[config.mk]
export PLATFORM = sky130hd
export DESIGN_NAME = dcache_mem_bridge
export DESIGN_NICKNAME = d
export VERILOG_FILES = /design/src/rtl/dcache_mem_bridge_pkg.sv /design/src/rtl/dcache_mem_bridge.sv
export SDC_FILE = /design/constraint.sdc
export NUM_CORES = 1
export LEC_CHECK = 0
export CAP_MARGIN = 20
export CORE_AREA = 4 4 114 224
export DETAILED_ROUTE_END_ITERATION = 8
export DIE_AREA = 0 0 118 228
export PLACE_DENSITY = 0.85
export SLEW_MARGIN = 20
export SYNTH_ARGS = -nofsm -noshare
export SYNTH_HDL_FRONTEND = slang
export SYNTH_SLANG_ARGS = --single-unit
export TNS_END_PERCENT = 1
[constraint.sdc]
create_clock -name clk -period 19.7 [get_ports clk]
set_clock_uncertainty 0.1 [all_clocks]
set_input_delay 4.925 -clock clk [delete_from_list [all_inputs] [get_ports clk]]
set_output_delay 4.925 -clock clk [all_outputs]
set_load 0.02 [all_outputs]
[src/rtl/dcache_mem_bridge_pkg.sv]
// dcache_mem_bridge_pkg: transfer-type codes and line geometry shared by the cache memory-side logic
package dcache_mem_bridge_pkg;
    localparam logic [2:0] TYPE_BYTE = 3'b000;
    localparam logic [2:0] TYPE_HALF = 3'b001;
    localparam logic [2:0] TYPE_WORD = 3'b010;
    localparam logic [2:0] TYPE_LINE = 3'b100;
    localparam int LINE_WORDS_DEF = 4;
endpackage

[src/rtl/dcache_mem_bridge.sv]
// dcache_mem_bridge: serialises dcache read/write requests into single-word req/gnt memory beats
module dcache_mem_bridge
    import dcache_mem_bridge_pkg::*;
#(
    parameter int ADDR_WIDTH = 32,
    parameter int DATA_WIDTH = 32,
    parameter int LINE_WORDS = LINE_WORDS_DEF
) (
    input  logic                             clk,
    input  logic                             rst,
    input  logic                             rd_req,
    input  logic [2:0]                       rd_type,
    input  logic [ADDR_WIDTH-1:0]            rd_addr,
    output logic                             rd_rdy,
    output logic [DATA_WIDTH-1:0]            rd_data,
    output logic                             rd_valid,
    output logic                             rd_last,
    input  logic                             wr_req,
    input  logic [2:0]                       wr_type,
    input  logic [3:0]                       wr_en,
    input  logic [ADDR_WIDTH-1:0]            wr_addr,
    input  logic [DATA_WIDTH*LINE_WORDS-1:0] wr_data,
    output logic                             wr_rdy,
    output logic                             mem_req,
    output logic                             mem_we,
    output logic [ADDR_WIDTH-1:0]            mem_addr,
    output logic [3:0]                       mem_wstrb,
    output logic [DATA_WIDTH-1:0]            mem_wdata,
    input  logic                             mem_gnt,
    input  logic                             mem_rvalid,
    input  logic [DATA_WIDTH-1:0]            mem_rdata
);
    localparam int CW = LINE_WORDS > 1 ? $clog2(LINE_WORDS) : 1;
    localparam logic [ADDR_WIDTH-1:0] LINE_MASK = ~ADDR_WIDTH'(LINE_WORDS * DATA_WIDTH / 8 - 1);

    typedef enum logic [1:0] {IDLE, WR_ISSUE, RD_ISSUE, RD_WAIT} state_t;

    state_t                        state, state_nxt;
    logic                          idle_q, line_q;
    logic [CW-1:0]                 cnt, cnt_nxt;
    logic [ADDR_WIDTH-1:0]         base_q, addr_nxt, wr_base, rd_base;
    logic [DATA_WIDTH*LINE_WORDS-1:0] wdata_q;
    logic                          wr_acc, rd_acc, wr_line, rd_line, last;

    // idle_q mirrors state==IDLE but is held low during reset so ready rises only after release
    assign wr_rdy   = idle_q;
    assign rd_rdy   = idle_q && !wr_req;
    assign wr_acc   = wr_req && wr_rdy;
    assign rd_acc   = rd_req && rd_rdy;
    assign wr_line  = wr_type == TYPE_LINE;
    assign rd_line  = rd_type == TYPE_LINE;
    assign wr_base  = wr_line ? (wr_addr & LINE_MASK) : wr_addr;
    assign rd_base  = rd_line ? (rd_addr & LINE_MASK) : rd_addr;
    assign last     = !line_q || cnt == CW'(LINE_WORDS - 1);
    assign cnt_nxt  = cnt + CW'(1);
    assign addr_nxt = base_q + (ADDR_WIDTH'(cnt_nxt) << 2);

    always_comb begin
        state_nxt = state;
        case (state)
            IDLE:     state_nxt = wr_acc ? WR_ISSUE : rd_acc ? RD_ISSUE : IDLE;
            WR_ISSUE: state_nxt = (mem_gnt && last) ? IDLE : WR_ISSUE;
            RD_ISSUE: state_nxt = mem_gnt ? RD_WAIT : RD_ISSUE;
            RD_WAIT:  state_nxt = !mem_rvalid ? RD_WAIT : last ? IDLE : RD_ISSUE;
            default:  state_nxt = IDLE;
        endcase
    end

    always_ff @(posedge clk or posedge rst) begin
        if (rst) begin
            state     <= IDLE;
            idle_q    <= 1'b0;
            line_q    <= 1'b0;
            cnt       <= '0;
            base_q    <= '0;
            wdata_q   <= '0;
            rd_data   <= '0;
            rd_valid  <= 1'b0;
            rd_last   <= 1'b0;
            mem_req   <= 1'b0;
            mem_we    <= 1'b0;
            mem_addr  <= '0;
            mem_wstrb <= '0;
            mem_wdata <= '0;
        end else begin
            state    <= state_nxt;
            idle_q   <= state_nxt == IDLE;
            rd_valid <= 1'b0;
            rd_last  <= 1'b0;
            if (wr_acc) begin
                line_q    <= wr_line;
                cnt       <= '0;
                base_q    <= wr_base;
                wdata_q   <= wr_data;
                mem_req   <= 1'b1;
                mem_we    <= 1'b1;
                mem_addr  <= wr_base;
                mem_wstrb <= wr_line ? 4'hF : wr_en;
                mem_wdata <= wr_data[DATA_WIDTH-1:0];
            end else if (rd_acc) begin
                line_q    <= rd_line;
                cnt       <= '0;
                base_q    <= rd_base;
                mem_req   <= 1'b1;
                mem_we    <= 1'b0;
                mem_addr  <= rd_base;
                mem_wstrb <= '0;
                mem_wdata <= '0;
            end else if (state == WR_ISSUE && mem_gnt) begin
                mem_req <= !last;
                if (!last) begin
                    cnt       <= cnt_nxt;
                    mem_addr  <= addr_nxt;
                    mem_wdata <= wdata_q[DATA_WIDTH*cnt_nxt +: DATA_WIDTH];
                end
            end else if (state == RD_ISSUE && mem_gnt) begin
                mem_req <= 1'b0;
            end else if (state == RD_WAIT && mem_rvalid) begin
                rd_valid <= 1'b1;
                rd_data  <= mem_rdata;
                rd_last  <= last;
                mem_req  <= !last;
                if (!last) begin
                    cnt      <= cnt_nxt;
                    mem_addr <= addr_nxt;
                end
            end
        end
    end
endmodule

==> summary.txt, run 1 <==
setup violators final: 0
number of synthesized flops with an enable pin: 0
hold_ws: 0.3752 ns
DRC viols: 0
filler instances: 1,761
Setup Fix Bufs, Post-CTS: 0
PwrDens: 156.7 mW/mm²
Relative slew margins: 35.15%
WS Path Type: in -> out
Ys Warns: 0
outcome: complete, no violations
distinct cell type count after synthesis: 55
largest area contributor in the netlist: dfrtp_1
post-route setup TNS: 0 ns
largest net degree at the start of global routing: 140
Post-Syn Instances: 1,226
# IOs: 346
CP Capture Type: output pin
Mapped Area: 0.01219 mm²
CTS Buf Count: 24
R2R setup slack: 16.34 ns
Mapped Nets: 1,470
Seq cells post-synth: 270
Worst Path Required: 14.68 ns
vias in the first global route: 11,270
Hold Crit Class: reg -> reg
fin cells: 1,844
Max Slew Vio Count: 0
Tot GR Track Use: 27.99%
period utilization: 58.94%
CTS tree: done
worst-margin pin slew: 0.9728 ns
Avg Inst Size Synth: 9.945 µm²
Max clock buf depth: 3
count of final hold-check violations: 0
share of cells above drive strength 1: 9.032%
final WL: 38,150 µm
Max FO, Critical Path: 24
Die X: 118 µm
via/cell ratio: 5.738
clock slew at reported path FFs: 0.07 ns
Critical Path AT: 6.59 ns
# hold bufs at CTS: 0
global route total overflow: 0
antenna-violating nets left: 0
first-pass GRT wire length: 59,750 µm
hpwl dp: 26,820 µm
RSZ-0062 raised after global routing: false
Power, Total: 2611 µW
Core ar.: 0.02382 mm²
cell leakage power: 0.007501 µW
Worst VDD drop: 0.1207 mV
crit path time final: 11.61 ns
clk_lat worst skew: 0.53 ns
placer congestion estimate: 0.9105
fmax: 86.13 MHz
row count: 80
Multi-input gate area: 0.005096 mm²
CTS root buf: clkbuf_16
CTS resizes: 0
Clock Sinks: 270
Pre-Repair DR Iteration Count: 6
Wirelength per Cell: 20.69 µm
Main synth FF type: dfrtp_1
Die H: 228 µm
Yosys top cell area share: 55.41%
nets: 1,776
total vias in the final route: 10,580
Register Area: 0.006758 mm²
placed insts: 1,793
critical path launch point type: input pin
top cells by area, synth: dfrtp_1 55%, nand2_1 14%, mux4_2 5.9%
area grow syn2layout: 36.71%
# Max-Cap Violations: 0
initial antenna violation count: 8
sequential share of the synthesized area: 55.41%
Die Area: 0.02690 mm²
I/O Buffers: 345
Initial Util: 51.18%
drt initial violations: 884
H-tree depth: 1
Post-synth ARST share: 100.0%
[report_power, final]
part | switching (µW) | internal (µW)
registers | 183 | 823
logic | 592 | 513
clock network | 211 | 289
total | 986 | 1620
[area by class of cell]
type | instances | share of cell area (%)
multi-input cells | 867 | 30.57
diodes | 7 | 0.1051
repair buffers | 358 | 21.30
well taps | 287 | 2.154
inverters | 11 | 0.2927
clock inverters | 7 | 0.5254
clock buffers | 37 | 4.504
flip-flops and latches | 270 | 40.54
[critical path, stage by stage]
cell,delay [ns]
clkdlybuf4s50_1,0.40
buf_4,0.23
nor2b_1,0.34
clkdlybuf4s50_1,0.68
[flip-flops by register name, summed over array words and instances (netlist names)]
name,count
rd_last,1
mem_req,1
wdata_q,128
cnt,2
rd_valid,1
mem_wdata,32
line_q,1
mem_wstrb,4
wr_rdy,1
mem_we,1
rd_data,32
mem_addr,32
state,2
base_q,32
[final timing paths]
check / start / end / cells past startpoint
worst max-delay path: wr_req / rd_rdy / 4
worst min-delay path: wdata_q[63] / wdata_q[63] / 2
worst max register to register: cnt[0] / mem_addr[23] / 7
worst min register to register: wdata_q[63] / wdata_q[63] / 2
max in group asynchronous: rst / cnt[0] / 3
min in group asynchronous: rst / mem_addr[1] / 2
[synthesized netlist by cell type (4+ instances only)]
| master | instances |
|---|---|
| a21oi_1 | 43 |
| o21a_1 | 10 |
| inv_1 | 11 |
| buf_1 | 5 |
| o211ai_2 | 5 |
| o22a_1 | 4 |
| a22oi_1 | 26 |
| nand2_1 | 462 |
| buf_2 | 21 |
| mux4_2 | 32 |
| mux2_2 | 32 |
| a22o_1 | 25 |
| nor2_1 | 61 |
| clkbuf_1 | 48 |
| a21o_1 | 7 |
| xnor2_1 | 19 |
| and3_1 | 4 |
| nor2b_1 | 5 |
| a221oi_1 | 4 |
| a31oi_1 | 12 |
| nand3_1 | 13 |
| nor3_1 | 16 |
| nand4_1 | 6 |
| dfrtp_1 | 270 |
| xor2_1 | 4 |
| o22ai_1 | 9 |
| o21ai_0 | 20 |
[through the flow]
step | setup slack, ns | cell area, µm² | utilization [%]
final | 8.089 | 16670 | 69.97
after detailed placement | 8.094 | 15810 | 66.38
after global placement | 8.146 | 15810 | 66.37
after global routing | 7.992 | 16670 | 69.97
after floorplan | 7.236 | 12190 | -
after CTS | 8.093 | 16650 | 69.90
[routing by layer]
metal	up-vias	track usage, %	wire length, µm
li1	4770	-	-
met1	5138	28.27	12500
met2	518	50.53	20240
met3	153	6.222	2669
met4	2	19.27	2736
met5	-	0	8
[logic make-up after synthesis]
group / share of synthesized area (%)
compound gates: 10.46
mux: 9.205
buf+inv: 3.140
xor+xnor: 1.652
flops: 55.41
simple gates: 19.66
fa+ha+maj: 0.4721
[layout by cell type (no fill, tap or decap), types with 8 or more instances in the layout]
master,instances
a21oi_1,43
a22o_1,25
a22oi_1,26
a31oi_1,12
buf_4,13
clkbuf_16,25
clkbuf_8,8
clkdlybuf4s50_1,345
dfrtp_1,269
inv_1,10
mux2_2,32
mux4_2,32
nand2_1,461
nand3_1,13
nor2_1,60
nor3_1,16
o21a_1,10
o21ai_0,20
o22ai_1,9
xnor2_1,19
Power figures use the tool's default switching activity.
==> run 2, diff against run 1 <==
--- a/config.mk
+++ b/config.mk
@@ -6,10 +6,10 @@
 export NUM_CORES = 1
 export LEC_CHECK = 0
 export CAP_MARGIN = 20
-export CORE_AREA = 4 4 114 224
+export CORE_AREA = 4 4 118 233
 export DETAILED_ROUTE_END_ITERATION = 8
-export DIE_AREA = 0 0 118 228
-export PLACE_DENSITY = 0.85
+export DIE_AREA = 0 0 122 237
+export PLACE_DENSITY = 0.79
 export SLEW_MARGIN = 20
 export SYNTH_ARGS = -nofsm -noshare
 export SYNTH_HDL_FRONTEND = slang
==> constraint.sdc (replaced) <==
create_clock -name clk -period 12 [get_ports clk]
set_clock_uncertainty 0.1 [all_clocks]
set_input_delay 3 -clock clk [delete_from_list [all_inputs] [get_ports clk]]
set_output_delay 3 -clock clk [all_outputs]
set_load 0.02 [all_outputs]
==> summary.txt, run 2 (synthesis gave the netlist of run 1 again) <==
placed insts: 1,847
Hold Crit Class: reg -> reg
fin cells: 1,899
row count: 83
critical path launch point type: input pin
Wirelength per Cell: 19.71 µm
max reg flops: 128
hold_ws: 0.3736 ns
Max clock buf depth: 3
Clock Sinks: 270
initial antenna violation count: 8
outcome: complete, no violations
total vias in the final route: 10,400
# hold bufs at CTS: 0
global route total overflow: 0
period utilization: 65.32%
Final Core Density: 65.05%
drt initial violations: 863
Critical Path AT: 4.74 ns
vias in the first global route: 11,020
clock slew at reported path FFs: 0.07 ns
Die X: 122 µm
Worst VDD drop: 0.1781 mV
fmax: 127.6 MHz
# Max-Cap Violations: 0
H-tree depth: 1
post-route setup TNS: 0 ns
worst-margin pin slew: 1.047 ns
CTS Buf Count: 25
first-pass GRT wire length: 58,020 µm
hold depth: 2
final WL: 37,420 µm
PwrDens: 253.6 mW/mm²
Register Area: 0.006758 mm²
Worst Path Required: 8.90 ns
share of cells above drive strength 1: 8.833%
largest register by flop count: wdata_q
cell leakage power: 0.007481 µW
antenna-violating nets left: 0
RSZ-0062 raised after global routing: false
Pre-Repair DR Iteration Count: 5
filler instances: 2,058
Multi-input gate area: 0.005094 mm²
setup violators final: 0
Max FO, Critical Path: 24
CP Capture Type: output pin
# IOs: 346
count of final hold-check violations: 0
placer congestion estimate: 0.9544
nets: 1,778
commonest non-fill, non-tap cells in the layout: 461 x nand2_1, 345 x clkdlybuf4s50_1, 269 x dfrtp_1
Max Slew Vio Count: 0
Tot GR Track Use: 25.67%
hpwl dp: 26,480 µm
Relative slew margins: 29.96%
cells on worst reg2reg path: 9
area grow syn2layout: 36.84%
Die Area: 0.02891 mm²
via/cell ratio: 5.476
CTS resizes: 0
clk_lat worst skew: 0.53 ns
DRC viols: 0
largest net degree at the start of global routing: 122
Core ar.: 0.02565 mm²
CTS tree: done
crit path time final: 7.838 ns
I/O Buffers: 345
Die H: 237 µm
Initial Util: 47.53%
most common cell after layout, fill and taps aside: nand2_1
WS Path Type: in -> out
Setup Fix Bufs, Post-CTS: 0
CTS root buf: clkbuf_16
-- run 2: worst max-delay path, cell delays in order --
cell             delay (ns)
clkdlybuf4s50_1        0.40
buf_4                  0.24
nor2b_1                0.40
clkdlybuf4s50_1        0.69
-- run 2: worst paths after layout --
check / startpoint / to / slack, ns
setup / recovery: wr_req / rd_rdy / 4.16
hold / removal: wdata_q[122] / wdata_q[122] / 0.37
setup reg to reg: cnt[0] / mem_addr[9] / 8.20
hold reg to reg: wdata_q[122] / wdata_q[122] / 0.37
max in group asynchronous: rst / cnt[0] / 7.23
min in group asynchronous: rst / base_q[14] / 2.90
-- run 2: through the flow --
stage                     cell area [µm²]  setup slack (ns)  total power [µW]
after floorplan                     12190             1.461              2706
after global placement              15880             4.204              3400
after detailed placement            15880             4.176              3465
after CTS                           16660             4.171              4262
after global routing                16680             4.075              4497
final                               16680             4.162              4231
-- run 2: report_power, final --
group | switching (µW) | total [µW] | internal (µW)
Sequential | 295 | 1650 | 1350
Combinational | 967 | 1810 | 840
Clock | 343 | 779 | 436
-- run 2: layer usage --
metal	GRT usage, %	wire (µm)	vias up	part of all wire, %
met5	0	0	-	0
met4	16.15	2173	0	5.8
met3	5.617	2688	115	7.2
met2	45.79	20130	440	54
met1	26.71	12430	5072	33
li1	-	-	4771	-
-- run 2: cell type report --
| class | instances | area share (%) |
|---|---|---|
| Antenna cell | 8 | 0.1200 |
| Timing Repair Buffer | 359 | 21.33 |
| Sequential cell | 270 | 40.50 |
| Clock buffer | 37 | 4.319 |
| Clock inverter | 7 | 0.3600 |
| Multi-Input combinational cell | 867 | 30.53 |
| Tap cell | 340 | 2.550 |
| Inverter | 11 | 0.2925 |
